## src/rtl/ex_operand_stage_if.sv

```systemverilog
// Bundle between decode/hazard control and the EX operand stage.
// Handshake: id_valid qualifies the decode slot; an instruction is taken on
// a rising edge when id_valid=1 and neither stall nor flush nor reset is set.
// stall is the back-pressure signal (hold EX), flush discards the EX slot.
// ex_valid qualifies everything the stage presents to the ALU and later stages.
interface ex_operand_stage_if #(
   parameter int DATA_WIDTH    = 32,
   parameter int OPCODE_LENGTH = 4,
   parameter int REG_ADDR      = 5
);
   logic                     id_valid;
   logic [DATA_WIDTH-1:0]    id_rd1;
   logic [DATA_WIDTH-1:0]    id_rd2;
   logic [DATA_WIDTH-1:0]    id_imm;
   logic [DATA_WIDTH-1:0]    id_pc;
   logic [REG_ADDR-1:0]      id_rs1;
   logic [REG_ADDR-1:0]      id_rs2;
   logic [REG_ADDR-1:0]      id_rd;
   logic                     id_a_sel_pc;
   logic                     id_b_sel_imm;
   logic [OPCODE_LENGTH-1:0] id_operation;
   logic                     id_reg_write;
   logic                     stall;
   logic                     flush;
   logic                     exmem_reg_write;
   logic                     memwb_reg_write;
   logic [REG_ADDR-1:0]      exmem_rd;
   logic [REG_ADDR-1:0]      memwb_rd;
   logic [DATA_WIDTH-1:0]    exmem_result;
   logic [DATA_WIDTH-1:0]    memwb_result;
   logic [DATA_WIDTH-1:0]    SrcA;
   logic [DATA_WIDTH-1:0]    SrcB;
   logic [OPCODE_LENGTH-1:0] Operation;
   logic                     ex_valid;
   logic [REG_ADDR-1:0]      ex_rd;
   logic                     ex_reg_write;
   logic [DATA_WIDTH-1:0]    ex_store_data;
   logic [DATA_WIDTH-1:0]    ex_pc;
   logic [15:0]              bubble_count;

   // Driver side (decode stage, hazard unit, later stages).
   modport master (
      output id_valid, id_rd1, id_rd2, id_imm, id_pc, id_rs1, id_rs2, id_rd,
             id_a_sel_pc, id_b_sel_imm, id_operation, id_reg_write,
             stall, flush, exmem_reg_write, memwb_reg_write, exmem_rd,
             memwb_rd, exmem_result, memwb_result,
      input  SrcA, SrcB, Operation, ex_valid, ex_rd, ex_reg_write,
             ex_store_data, ex_pc, bubble_count
   );

   // The operand stage itself.
   modport slave (
      input  id_valid, id_rd1, id_rd2, id_imm, id_pc, id_rs1, id_rs2, id_rd,
             id_a_sel_pc, id_b_sel_imm, id_operation, id_reg_write,
             stall, flush, exmem_reg_write, memwb_reg_write, exmem_rd,
             memwb_rd, exmem_result, memwb_result,
      output SrcA, SrcB, Operation, ex_valid, ex_rd, ex_reg_write,
             ex_store_data, ex_pc, bubble_count
   );
endinterface

```

## src/rtl/ex_operand_stage.sv

```systemverilog
// ID/EX pipeline register with EX/MEM and MEM/WB forwarding, PC/immediate
// operand selection and shift-amount masking, feeding the ALU directly.
module ex_operand_stage #(
   parameter int DATA_WIDTH    = 32,
   parameter int OPCODE_LENGTH = 4,
   parameter int REG_ADDR      = 5
) (
   input logic                clk,
   input logic                reset,
   ex_operand_stage_if.slave  bus
);
   localparam logic [OPCODE_LENGTH-1:0] OP_ADD  = OPCODE_LENGTH'(2);
   localparam logic [OPCODE_LENGTH-1:0] OP_SLLI = OPCODE_LENGTH'(3);
   localparam logic [OPCODE_LENGTH-1:0] OP_SRLI = OPCODE_LENGTH'(4);
   localparam logic [OPCODE_LENGTH-1:0] OP_SRAI = OPCODE_LENGTH'(6);
   localparam logic [DATA_WIDTH-1:0]    SHAMT_MASK =
      {{(DATA_WIDTH-5){1'b0}}, 5'h1f};

   logic                     valid_q, valid_d;
   logic [DATA_WIDTH-1:0]    rd1_q, rd1_d;
   logic [DATA_WIDTH-1:0]    rd2_q, rd2_d;
   logic [DATA_WIDTH-1:0]    imm_q, imm_d;
   logic [DATA_WIDTH-1:0]    pc_q, pc_d;
   logic [REG_ADDR-1:0]      rs1_q, rs1_d;
   logic [REG_ADDR-1:0]      rs2_q, rs2_d;
   logic [REG_ADDR-1:0]      rd_q, rd_d;
   logic                     a_sel_pc_q, a_sel_pc_d;
   logic                     b_sel_imm_q, b_sel_imm_d;
   logic [OPCODE_LENGTH-1:0] op_q, op_d;
   logic                     reg_write_q, reg_write_d;
   logic [15:0]              bubble_count_q, bubble_count_d;

   logic [DATA_WIDTH-1:0]    fwd_a;
   logic [DATA_WIDTH-1:0]    fwd_b;
   logic [DATA_WIDTH-1:0]    src_b_sel;
   logic                     is_shift_imm;

   // Forwarding: youngest producer (EX/MEM) wins; register 0 never forwards.
   always_comb begin
      fwd_a = rd1_q;
      if (bus.exmem_reg_write && (bus.exmem_rd == rs1_q) && (rs1_q != '0))
         fwd_a = bus.exmem_result;
      else if (bus.memwb_reg_write && (bus.memwb_rd == rs1_q) && (rs1_q != '0))
         fwd_a = bus.memwb_result;

      fwd_b = rd2_q;
      if (bus.exmem_reg_write && (bus.exmem_rd == rs2_q) && (rs2_q != '0))
         fwd_b = bus.exmem_result;
      else if (bus.memwb_reg_write && (bus.memwb_rd == rs2_q) && (rs2_q != '0))
         fwd_b = bus.memwb_result;
   end

   // Next-state selection: flush (or an empty decode slot) > stall > load.
   always_comb begin
      valid_d     = valid_q;
      rd1_d       = rd1_q;
      rd2_d       = rd2_q;
      imm_d       = imm_q;
      pc_d        = pc_q;
      rs1_d       = rs1_q;
      rs2_d       = rs2_q;
      rd_d        = rd_q;
      a_sel_pc_d  = a_sel_pc_q;
      b_sel_imm_d = b_sel_imm_q;
      op_d        = op_q;
      reg_write_d = reg_write_q;

      if (bus.flush || (!bus.stall && !bus.id_valid)) begin
         valid_d     = 1'b0;
         rd1_d       = '0;
         rd2_d       = '0;
         imm_d       = '0;
         pc_d        = '0;
         rs1_d       = '0;
         rs2_d       = '0;
         rd_d        = '0;
         a_sel_pc_d  = 1'b0;
         b_sel_imm_d = 1'b0;
         op_d        = '0;
         reg_write_d = 1'b0;
      end else if (bus.stall) begin
         // Capture forwarded values so a result retiring during the stall
         // is still seen once the producer has left the pipeline.
         rd1_d = fwd_a;
         rd2_d = fwd_b;
      end else begin
         valid_d     = 1'b1;
         rd1_d       = bus.id_rd1;
         rd2_d       = bus.id_rd2;
         imm_d       = bus.id_imm;
         pc_d        = bus.id_pc;
         rs1_d       = bus.id_rs1;
         rs2_d       = bus.id_rs2;
         rd_d        = bus.id_rd;
         a_sel_pc_d  = bus.id_a_sel_pc;
         b_sel_imm_d = bus.id_b_sel_imm;
         op_d        = bus.id_operation;
         reg_write_d = bus.id_reg_write;
      end

      // Counts cycles that will follow this edge with an empty EX slot.
      bubble_count_d = bubble_count_q;
      if (!valid_d && (bubble_count_q != 16'hFFFF))
         bubble_count_d = bubble_count_q + 16'd1;
   end

   // Pipeline register and bubble counter, synchronous reset.
   always_ff @(posedge clk) begin
      if (reset) begin
         valid_q        <= 1'b0;
         rd1_q          <= '0;
         rd2_q          <= '0;
         imm_q          <= '0;
         pc_q           <= '0;
         rs1_q          <= '0;
         rs2_q          <= '0;
         rd_q           <= '0;
         a_sel_pc_q     <= 1'b0;
         b_sel_imm_q    <= 1'b0;
         op_q           <= '0;
         reg_write_q    <= 1'b0;
         bubble_count_q <= '0;
      end else begin
         valid_q        <= valid_d;
         rd1_q          <= rd1_d;
         rd2_q          <= rd2_d;
         imm_q          <= imm_d;
         pc_q           <= pc_d;
         rs1_q          <= rs1_d;
         rs2_q          <= rs2_d;
         rd_q           <= rd_d;
         a_sel_pc_q     <= a_sel_pc_d;
         b_sel_imm_q    <= b_sel_imm_d;
         op_q           <= op_d;
         reg_write_q    <= reg_write_d;
         bubble_count_q <= bubble_count_d;
      end
   end

   // ALU operands: bubble forces ADD 0+0; shift immediates keep only 5 bits.
   always_comb begin
      is_shift_imm = (op_q == OP_SLLI) || (op_q == OP_SRLI) || (op_q == OP_SRAI);
      src_b_sel    = b_sel_imm_q ? imm_q : fwd_b;
      if (is_shift_imm)
         src_b_sel = src_b_sel & SHAMT_MASK;

      if (valid_q) begin
         bus.SrcA      = a_sel_pc_q ? pc_q : fwd_a;
         bus.SrcB      = src_b_sel;
         bus.Operation = op_q;
      end else begin
         bus.SrcA      = '0;
         bus.SrcB      = '0;
         bus.Operation = OP_ADD;
      end
   end

   assign bus.ex_valid      = valid_q;
   assign bus.ex_rd         = rd_q;
   assign bus.ex_reg_write  = valid_q & reg_write_q;
   assign bus.ex_store_data = fwd_b;
   assign bus.ex_pc         = pc_q;
   assign bus.bubble_count  = bubble_count_q;
endmodule

```

## src/flat_wrapper.sv

```systemverilog
// flat-port wrapper written by rule: the top's interface ports become plain ports
module ex_operand_stage_flat 
#(
   parameter int DATA_WIDTH    = 32,
   parameter int OPCODE_LENGTH = 4,
   parameter int REG_ADDR      = 5
)
  (clk, reset, bus_id_valid, bus_id_rd1, bus_id_rd2, bus_id_imm, bus_id_pc, bus_id_rs1, bus_id_rs2, bus_id_rd, bus_id_a_sel_pc, bus_id_b_sel_imm, bus_id_operation, bus_id_reg_write, bus_stall, bus_flush, bus_exmem_reg_write, bus_memwb_reg_write, bus_exmem_rd, bus_memwb_rd, bus_exmem_result, bus_memwb_result, bus_SrcA, bus_SrcB, bus_Operation, bus_ex_valid, bus_ex_rd, bus_ex_reg_write, bus_ex_store_data, bus_ex_pc, bus_bubble_count);
  ex_operand_stage_if #(.DATA_WIDTH(DATA_WIDTH), .OPCODE_LENGTH(OPCODE_LENGTH), .REG_ADDR(REG_ADDR)) bus_i ();
  input logic clk;
  input logic reset;
  input wire logic [$bits(bus_i.id_valid)-1:0] bus_id_valid;
  input wire logic [$bits(bus_i.id_rd1)-1:0] bus_id_rd1;
  input wire logic [$bits(bus_i.id_rd2)-1:0] bus_id_rd2;
  input wire logic [$bits(bus_i.id_imm)-1:0] bus_id_imm;
  input wire logic [$bits(bus_i.id_pc)-1:0] bus_id_pc;
  input wire logic [$bits(bus_i.id_rs1)-1:0] bus_id_rs1;
  input wire logic [$bits(bus_i.id_rs2)-1:0] bus_id_rs2;
  input wire logic [$bits(bus_i.id_rd)-1:0] bus_id_rd;
  input wire logic [$bits(bus_i.id_a_sel_pc)-1:0] bus_id_a_sel_pc;
  input wire logic [$bits(bus_i.id_b_sel_imm)-1:0] bus_id_b_sel_imm;
  input wire logic [$bits(bus_i.id_operation)-1:0] bus_id_operation;
  input wire logic [$bits(bus_i.id_reg_write)-1:0] bus_id_reg_write;
  input wire logic [$bits(bus_i.stall)-1:0] bus_stall;
  input wire logic [$bits(bus_i.flush)-1:0] bus_flush;
  input wire logic [$bits(bus_i.exmem_reg_write)-1:0] bus_exmem_reg_write;
  input wire logic [$bits(bus_i.memwb_reg_write)-1:0] bus_memwb_reg_write;
  input wire logic [$bits(bus_i.exmem_rd)-1:0] bus_exmem_rd;
  input wire logic [$bits(bus_i.memwb_rd)-1:0] bus_memwb_rd;
  input wire logic [$bits(bus_i.exmem_result)-1:0] bus_exmem_result;
  input wire logic [$bits(bus_i.memwb_result)-1:0] bus_memwb_result;
  output wire logic [$bits(bus_i.SrcA)-1:0] bus_SrcA;
  output wire logic [$bits(bus_i.SrcB)-1:0] bus_SrcB;
  output wire logic [$bits(bus_i.Operation)-1:0] bus_Operation;
  output wire logic [$bits(bus_i.ex_valid)-1:0] bus_ex_valid;
  output wire logic [$bits(bus_i.ex_rd)-1:0] bus_ex_rd;
  output wire logic [$bits(bus_i.ex_reg_write)-1:0] bus_ex_reg_write;
  output wire logic [$bits(bus_i.ex_store_data)-1:0] bus_ex_store_data;
  output wire logic [$bits(bus_i.ex_pc)-1:0] bus_ex_pc;
  output wire logic [$bits(bus_i.bubble_count)-1:0] bus_bubble_count;
  assign bus_i.id_valid = bus_id_valid;
  assign bus_i.id_rd1 = bus_id_rd1;
  assign bus_i.id_rd2 = bus_id_rd2;
  assign bus_i.id_imm = bus_id_imm;
  assign bus_i.id_pc = bus_id_pc;
  assign bus_i.id_rs1 = bus_id_rs1;
  assign bus_i.id_rs2 = bus_id_rs2;
  assign bus_i.id_rd = bus_id_rd;
  assign bus_i.id_a_sel_pc = bus_id_a_sel_pc;
  assign bus_i.id_b_sel_imm = bus_id_b_sel_imm;
  assign bus_i.id_operation = bus_id_operation;
  assign bus_i.id_reg_write = bus_id_reg_write;
  assign bus_i.stall = bus_stall;
  assign bus_i.flush = bus_flush;
  assign bus_i.exmem_reg_write = bus_exmem_reg_write;
  assign bus_i.memwb_reg_write = bus_memwb_reg_write;
  assign bus_i.exmem_rd = bus_exmem_rd;
  assign bus_i.memwb_rd = bus_memwb_rd;
  assign bus_i.exmem_result = bus_exmem_result;
  assign bus_i.memwb_result = bus_memwb_result;
  assign bus_SrcA = bus_i.SrcA;
  assign bus_SrcB = bus_i.SrcB;
  assign bus_Operation = bus_i.Operation;
  assign bus_ex_valid = bus_i.ex_valid;
  assign bus_ex_rd = bus_i.ex_rd;
  assign bus_ex_reg_write = bus_i.ex_reg_write;
  assign bus_ex_store_data = bus_i.ex_store_data;
  assign bus_ex_pc = bus_i.ex_pc;
  assign bus_bubble_count = bus_i.bubble_count;
  ex_operand_stage #(.DATA_WIDTH(DATA_WIDTH), .OPCODE_LENGTH(OPCODE_LENGTH), .REG_ADDR(REG_ADDR)) u_core (.clk(clk), .reset(reset), .bus(bus_i));
endmodule
```

## config.mk

```make
export PLATFORM = sky130hd
export DESIGN_NAME = ex_operand_stage_flat
export DESIGN_NICKNAME = d
export VERILOG_FILES = /design/src/rtl/ex_operand_stage_if.sv /design/src/rtl/ex_operand_stage.sv /design/src/flat_wrapper.sv
export SDC_FILE = /design/constraint.sdc
export NUM_CORES = 1
export LEC_CHECK = 0
export ABC_AREA = 1
export CORE_UTILIZATION = 30
export CTS_BUF_LIST = sky130_fd_sc_hd__clkbuf_8
export DETAILED_ROUTE_END_ITERATION = 12
export PLACE_DENSITY = 0.61
export SYNTH_ARGS = -nofsm -noshare
export SYNTH_HDL_FRONTEND = slang
export SYNTH_SLANG_ARGS = --single-unit
```

## constraint.sdc

```tcl
create_clock -name clk -period 1.8 [get_ports clk]
set_clock_uncertainty 0.05 [all_clocks]
set_input_delay 0.36 -clock clk [delete_from_list [all_inputs] [get_ports clk]]
set_output_delay 0.36 -clock clk [all_outputs]
set_load 0.02 [all_outputs]
```

Word level (Yosys, flattened, before mapping)
Cells that the tools add are included.
{"block": "word_totals", "out_inout_bits": 155, "regBits": 167, "wordCells": 56}
{"block": "op_classes", "reduce_logical": 19, "bitwise_logic": 1, "muxes": 14, "eq_ne": 8, "addsub": 1}
{"operator": "32-bit 2-to-1 mux", "count": 11}
{"operator": "5-bit equality test", "count": 4}
{"operator": "16-bit by 1-bit adder with 16-bit output (second input constant)", "count": 1}
{"operator": "16-bit inequality test (second input constant)", "count": 1}
{"operator": "1-bit logical AND", "count": 10}
{"operator": "5-bit nonzero test", "count": 2}
{"operator": "4-bit by 3-bit equality test with 1-bit output (second input constant)", "count": 2}
{"operator": "4-bit by 2-bit equality test with 1-bit output (second input constant)", "count": 1}
{"operator": "4-bit 2-to-1 mux", "count": 1}
{"operator": "1-bit logical NOT", "count": 3}
{"operator": "1-bit logical OR", "count": 3}
{"operator": "1-bit 2-to-1 mux", "count": 2}
{"operator": "2-bit OR reduction", "count": 1}
{"operator": "1-bit AND", "count": 1}

Depth between registers and ports, before layout
Gate-level depths: netlist of the first run.
{"block": "depth", "word_depth": 8, "ltp_mapped": 13}

Worst setup path before layout of the first run
OpenSTA, ideal clock, no wires.
{"block": "synth_timing", "kind": "register to output", "from": "register u_core.valid_q, in the netlist u_core.bus.ex_valid", "to": "output port bus_SrcB[11]", "path_stages_with_launch": 8, "slack_ns": -0.004, "required_ns": 1.390, "arrival_ns": 1.394, "path_buffers": 1, "cell_sequence": "dfxtp_1 -> inv_1 -> o21ai_0 -> a21oi_2 -> buf_2 -> nor2_1 -> nand2_1 -> inv_1"}
{"block": "synth_via", "elab_chain_cells": 1}
{"element": "start, declared", "line": "ex_operand_stage.sv:19", "text": "logic valid_q, valid_d;"}
{"element": "start signal, assigned", "line": "ex_operand_stage.sv:124", "text": "valid_q <= valid_d;"}
{"element": "32-bit 2-to-1 mux", "line": "ex_operand_stage.sv:147", "text": "if (valid_q) begin"}
{"element": "end, declared", "line": "flat_wrapper.sv:33", "text": "output wire logic [$bits(bus_i.SrcB)-1:0] bus_SrcB;"}
No other way between the ends.

Worst setup path after layout of the first run
{"block": "layout_timing", "from": "input port bus_exmem_rd[2]", "to": "output port bus_SrcB[16]"}
{"block": "layout_via", "elab_chain_cells": 7}
{"element": "start, declared", "line": "flat_wrapper.sv:28", "text": "input wire logic [$bits(bus_i.exmem_rd)-1:0] bus_exmem_rd;"}
{"element": "5-bit equality test", "line": "ex_operand_stage.sv:47", "text": "if (bus.exmem_reg_write && (bus.exmem_rd == rs2_q) && (rs2_q != '0))"}
{"element": "1-bit logical AND (2 in series)", "line": "ex_operand_stage.sv:47"}
{"element": "32-bit 2-to-1 mux", "line": "ex_operand_stage.sv:47"}
{"element": "32-bit 2-to-1 mux", "line": "ex_operand_stage.sv:143", "text": "src_b_sel = b_sel_imm_q ? imm_q : fwd_b;"}
{"element": "32-bit 2-to-1 mux", "line": "ex_operand_stage.sv:144", "text": "if (is_shift_imm)"}
{"element": "32-bit 2-to-1 mux", "line": "ex_operand_stage.sv:147"}
No other way between the ends.

==> results of run 1 <==
==> cell usage after synthesis (all sizes together) <==
cell and instances:
nand2 513, dfxtp 167, nand3 304, o211ai 1, a21oi 102, clkbuf 37
o31a 1, nand4 2, xnor2 8, or2 3, ha 1, clkinv 1
nor3 10, inv 265, xor2 2, o21ai 9, nor2 285, buf 66
==> sequential cells by signal (all words and copies together) (netlist names), 4 cells and up <==
signal and flops:
u_core.bus.ex_rd 5, u_core.bus.bubble_count 16, u_core.rd2_q 32, u_core.imm_q 32, u_core.rs1_q 5, u_core.op_q 4
u_core.rd1_q 32, u_core.bus.ex_pc 32, u_core.rs2_q 5
==> critical path, stage by stage <==
cell and delay, ps:
clkdlybuf4s50_1 510, inv_2 60, o211ai_1 270, nor2_2 60, nand2_2 140, buf_6 160, buf_12 130, buf_16 140
nand3_4 100, nand3_2 80, nand2_1 60, inv_1 60, buf_6 110
==> cells in the final DEF, fill, tap and decap left out, types with 18 or more instances in the layout <==
cell type        netlist  layout
clkdlybuf4s50_1        0     222
nand2_1              469     353
buf_12                 0      42
dfxtp_1              167     156
nand2_4                0      55
inv_1                252     212
nand3_1              274      88
buf_6                  3     153
a21oi_1              101      99
inv_2                 13      47
nand3_4                0      82
nor2_1               279     273
clkbuf_8               0      18
nand2_2               44      97
buf_4                  6     105
nand3_2               30     134
dlygate4sd2_1          0      51
==> final cells by class <==
type	instances	area share [%]
multi-input cells	1241	39.1
repair buffers	620	33.9
flip-flops and latches	167	16.8
inverters	266	5.06
well taps	448	2.79
clock buffers	18	1.23
clock inverters	14	1.10
diodes	2	0.0249
==> final timing paths <==
kind / depth (start not counted) / start / end / slack (ps)
worst max register to register: 19 / u_core.rs1_q[4] / u_core.rd1_q[21] / -790
worst max-delay path: 13 / bus_exmem_rd[2] / bus_SrcB[16] / -860
worst min register to register: 2 / u_core.bus.ex_rd[2] / u_core.bus.ex_rd[2] / 420
worst min-delay path: 4 / bus_stall / u_core.reg_write_q / 330
==> where the power goes <==
part,internal (mW),switching [mW],total [mW],leakage (nW)
sequential,3.80,0.0606,3.86,1.37
combinational,1.24,1.32,2.55,8.69
clock,1.70,1.58,3.28,0.222
total,6.74,2.96,9.69,10.3
==> timing repair <==
item,CTS,global route
pin swaps,74,122
resized for setup,894,383
endpoints found under the hold margin,0,0
buffers inserted,51,49
cloned,15,9
endpoints found under the setup margin,197,158
==> metrics by stage <==
step	setup TNS, ps	std cells	total power [mW]	hold slack (ps)	cell area, µm²
after floorplan	0	1777	4.79	396	10400
after global placement	-139690	2640	5.93	401	15700
after detailed placement	-140810	2640	5.93	407	15700
after CTS	-78080	2736	9.46	294	18200
after global routing	-88780	2776	10.1	331	20100
final	-75920	2776	9.69	326	20100
==> metal layers <==
| layer | vias up | part of all wire [%] |
|---|---|---|
| met5 | - | 0 |
| li1 | 6532 | - |
| met4 | 0 | 3.2 |
| met3 | 93 | 6.3 |
| met1 | 6390 | 41 |
| met2 | 504 | 49 |
==> logic make-up after synthesis <==
family / Yosys count / synth area share, %
AND/OR/NAND/NOR: 1117 / 47.0
adder cells (fa/ha/maj): 1 / 0.120
buffers and inverters: 369 / 14.3
XOR/XNOR: 10 / 0.843
flip-flops: 167 / 32.2
AO/OA/AOI/OAI: 113 / 5.57
==> impl_metrics.env, run 1 <==
export IMPL_yosysTopAreaCell="dfxtp_1"
export IMPL_viasPerCell=4.87
export IMPL_synth_warning_count=0
export IMPL_place_congestion=0.870
export IMPL_arrival_ps=2250
export IMPL_synthTopCellsByArea="dfxtp_1 (32%), nand2_1 (17%), nand3_1 (13%)"
export IMPL_dp_hpwl_um=32400
export IMPL_initialDrtViolationCount=918
export IMPL_cts_made_buffers=17
export IMPL_yosysSeqAreaShare_pct=32.2
export IMPL_dieArea_um2=35400
export IMPL_cts_root_buf="clkbuf_8"
export IMPL_nets=2545
export IMPL_ios=386
export IMPL_worstSetupPathType="input pin to output port"
export IMPL_cts_tree="done"
export IMPL_drive_above_1_share_pct=35.7
export IMPL_p_leak_nw=10.3
export IMPL_post_place_ws_ps=-1300
export IMPL_violations="negative setup slack"
export IMPL_crit_path_end_kind="output port"
export IMPL_yosysUniqueCellTypes=30
export IMPL_fin_ws_ps=-859
export IMPL_grt_util_all_layers_pct=26.8
export IMPL_gr_total_overflow=0
export IMPL_outcome="finished with violations"
export IMPL_critPathMaxFanout=5
export IMPL_drc=0
export IMPL_fmax_mhz=376
export IMPL_ant_nets=0
export IMPL_vdd_ir_drop_worst_mv=0.449
export IMPL_grt_use_met1_pct=33.1
export IMPL_synth_seq_cells=167
export IMPL_cts_buffer_depth=2
export IMPL_cp_start_kind="input pin"
export IMPL_clock_latency_ps=490
export IMPL_grt_pass1_vias=13200
export IMPL_core_area_um2=33800
export IMPL_use_met2_pct=46.0
export IMPL_use_met3_pct=4.94
export IMPL_cts_sink_count=167
export IMPL_die_w_um=188
export IMPL_netlist_area_um2=10400
export IMPL_avgSynthCellArea_um2=5.85
export IMPL_power_density_nw_per_um2=483
export IMPL_fin_crit_ps=2660
export IMPL_rsz0062_at_grt="true"
export IMPL_hp_class="input pin to register"
export IMPL_dr_pass1_iters=5
export IMPL_vias=13500
export IMPL_path_clk_slew_ps=90
export IMPL_finish_utilization_pct=59.4
export IMPL_seq_area_um2=3370
export IMPL_fill_cells=3074
export IMPL_crit_required_ps=1390
export IMPL_rows=67
export IMPL_synthCells=1777
export IMPL_multi_input_area_um2=7860
export IMPL_yosys_area_top_type_share_pct=32.2
export IMPL_grt_pass1_wl_um=73800
export IMPL_die_h_um=188
export IMPL_worst_slew_pin_slew_ps=742
export IMPL_initial_core_util_pct=30.8
export IMPL_portBuffers=385
export IMPL_hold_viol=0
export IMPL_drt_total_wl_um=50800
export IMPL_wl_per_cell_um=18.3
export IMPL_slew_viol_final=0
export IMPL_fin_crit_sh_pct=148
export IMPL_cap_violations=0
export IMPL_grt_max_degree=131
export IMPL_setup_viol=113
export IMPL_htree_levels=4
export IMPL_syn2layout_area_growth_pct=93.2
export IMPL_antenna_found_initial=2
export IMPL_ctsHoldBuffers=0
export IMPL_slew_headroom_pct=50.5
export IMPL_grt_most_used_layer="met2"
export IMPL_syn_num_nets=2009
(Power assumes the default switching activity.)
==> run 2, diff against run 1 <==
- CORE_ASPECT_RATIO: not set -> 0.75
==> run 2 against run 1 <==
The run still ends with negative setup slack left. Register-to-register slack better by 690 ps. Non-clock buffer count is 67 lower. Cell count is 2.3% lower. Die area hardly changed. Global-route usage is 0.47 points lower. Critical path type unchanged. Largest cell class unchanged.
==> impl_metrics.env, run 2 (synthesis gave the netlist of run 1 again) <==
export IMPL_final_cell_mix="nand2_1 (390), nor2_1 (275), clkdlybuf4s50_1 (229)"
export IMPL_crit_required_ps=1390
export IMPL_cts_root_buf="clkbuf_8"
export IMPL_swShare_pct=31.5
export IMPL_worst_slew_pin_slew_ps=428
export IMPL_intPower_mw=6.19
export IMPL_p_total_mw=9.04
export IMPL_hold_viol=0
export IMPL_die_h_um=163
export IMPL_initialDrtViolationCount=936
export IMPL_fin_ws_ps=-879
export IMPL_gr_total_overflow=0
export IMPL_vdd_ir_drop_worst_mv=0.406
export IMPL_cts_buffer_depth=2
export IMPL_wl_per_cell_um=18.3
export IMPL_dr_pass1_iters=6
export IMPL_ios=386
export IMPL_fin_crit_sh_pct=149
export IMPL_htree_levels=4
export IMPL_hold_ws_ps=342
export IMPL_slew_headroom_pct=71.5
export IMPL_cts_tree="done"
export IMPL_p_leak_nw=10.3
export IMPL_outcome="finished with violations"
export IMPL_cts_sink_count=167
export IMPL_fin_cells=2712
export IMPL_reg2reg_depth=14
export IMPL_sequentialPowerShare_pct=42.7
export IMPL_grt_pass1_wl_um=71200
export IMPL_final_common_cell="nand2_1"
export IMPL_rows=58
export IMPL_timing_rr_end="u_core.rd2_q[7]"
export IMPL_antenna_found_initial=7
export IMPL_power_density_nw_per_um2=488
export IMPL_critPathMaxFanout=7
export IMPL_drive_above_1_share_pct=29.2
export IMPL_die_w_um=217
export IMPL_path_clk_slew_ps=100
export IMPL_core_area_um2=33800
export IMPL_dieArea_um2=35400
export IMPL_reg2reg_slack_ps=-100
export IMPL_slew_viol_final=0
export IMPL_worstSetupPathType="input pin to output port"
export IMPL_holdPathEnd="u_core.rs2_q[4]"
export IMPL_cts_made_buffers=17
export IMPL_startpoint="bus_memwb_rd[4]"
export IMPL_r2r_start="u_core.rs2_q[3]"
export IMPL_place_congestion=0.951
export IMPL_initial_core_util_pct=30.7
export IMPL_clockPowerShare_pct=31.8
export IMPL_cap_violations=0
export IMPL_drc=0
export IMPL_nets=2478
export IMPL_fin_crit_ps=2680
export IMPL_crit_path_end_kind="output port"
export IMPL_grt_pass1_vias=12500
export IMPL_pwr_share_comb_pct=25.5
export IMPL_portBuffers=385
export IMPL_dp_hpwl_um=34100
export IMPL_syn2layout_area_growth_pct=78.1
export IMPL_grt_util_all_layers_pct=26.3
export IMPL_setup_viol=101
export IMPL_cp_start_kind="input pin"
export IMPL_drt_total_wl_um=49600
export IMPL_hp_class="input pin to register"
export IMPL_violations="negative setup slack"
export IMPL_fmax_mhz=373
export IMPL_clock_latency_ps=510
export IMPL_dp_cells=2635
export IMPL_rsz0062_at_grt="true"
export IMPL_hp_start="bus_id_rs2[4]"
export IMPL_grt_max_degree=80
export IMPL_viasPerCell=4.85
export IMPL_min_path_cells=3
export IMPL_power_switching_mw=2.85
export IMPL_vias=13100
export IMPL_arrival_ps=2270
export IMPL_ant_nets=0
run 2: cell count changes in the layout (fill, tap and decap cells not counted), sizes merged:
| cell | before | now |
|---|---|---|
| buf | 329 | 260 |
| dlygate4sd2 | 51 | 0 |
| dlymetal6s2s | 5 | 54 |
| clkdlybuf4s50 | 222 | 229 |
| clkdlybuf4s15 | 4 | 0 |
| bufinv | 5 | 2 |
| clkbuf | 26 | 28 |
| clkinv | 4 | 6 |
| bufbuf | 1 | 0 |
| diode | 2 | 3 |
| inv | 267 | 268 |
run 2: area by class of cell:
class,count,area [µm²]
fill,3332,15300
multi-input combinational,1241,7030
timing repair buffer,553,6100
sequential,167,3380
inverter,266,1030
tap,450,563
clock buffer,18,248
clock inverter,14,148
antenna,3,7.51
run 2: per-layer routing:
layer / routed length, µm / GRT usage (%) / vias up
li1: - / - / 6409
met2: 22300 / 40.8 / 508
met1: 22300 / 35.7 / 6172
met3: 4280 / 7.80 / 48
met4: 664 / 6.27 / 8
met5: 54 / 0 / -
run 2: worst max path at each step:
stage	endpoint	slack (ps)	cells past startpoint
2_1_floorplan	bus_SrcB[21]	8	11
3_3_place_gp	bus_SrcB[3]	-1280	13
3_5_place_dp	bus_SrcA[31]	-1270	13
4_1_cts	bus_SrcA[1]	-860	12
5_1_grt	bus_SrcA[1]	-1000	14
6_report	bus_SrcB[7]	-880	13
run 2: power groups by stage:
stage,Sequential (mW),Combinational (mW),Clock [mW]
finish,3.86,2.30,2.88
global route,3.87,2.48,3.09
CTS,3.86,2.11,2.95
detailed placement,3.95,1.99,0
global placement,3.95,1.99,0
floorplan,3.97,0.819,0
run 2: repair_timing:
action | 4_1_cts | 5_1_grt
pin swaps | 51 | 54
gates resized for setup | 717 | 333
gates cloned | 6 | 8
buffers inserted | 17 | 15
hold buffers | 0 | 0
endpoints found under the setup margin | 175 | 191
run 2: metrics by stage:
step	TNS [ps]	worst slack, ps	area [µm²]	util, %
finish	-74180	-879	18500	54.7
global route	-86570	-1000	18500	54.7
CTS	-86300	-856	17100	50.5
detailed placement	-137070	-1270	15600	46.1
global placement	-134890	-1280	15600	46.1
floorplan	0	8.36	10400	-
run 2: worst max-delay path: stages:
cell             delay (ps)
clkdlybuf4s50_1         500
inv_1                    80
a21oi_2                 120
nand2_1                 110
nor2_4                  220
buf_4                   180
clkbuf_16               160
nand3_1                  90
nand3_2                 100
nand3_1                  70
nand2_1                  90
inv_1                    40
buf_2                   150
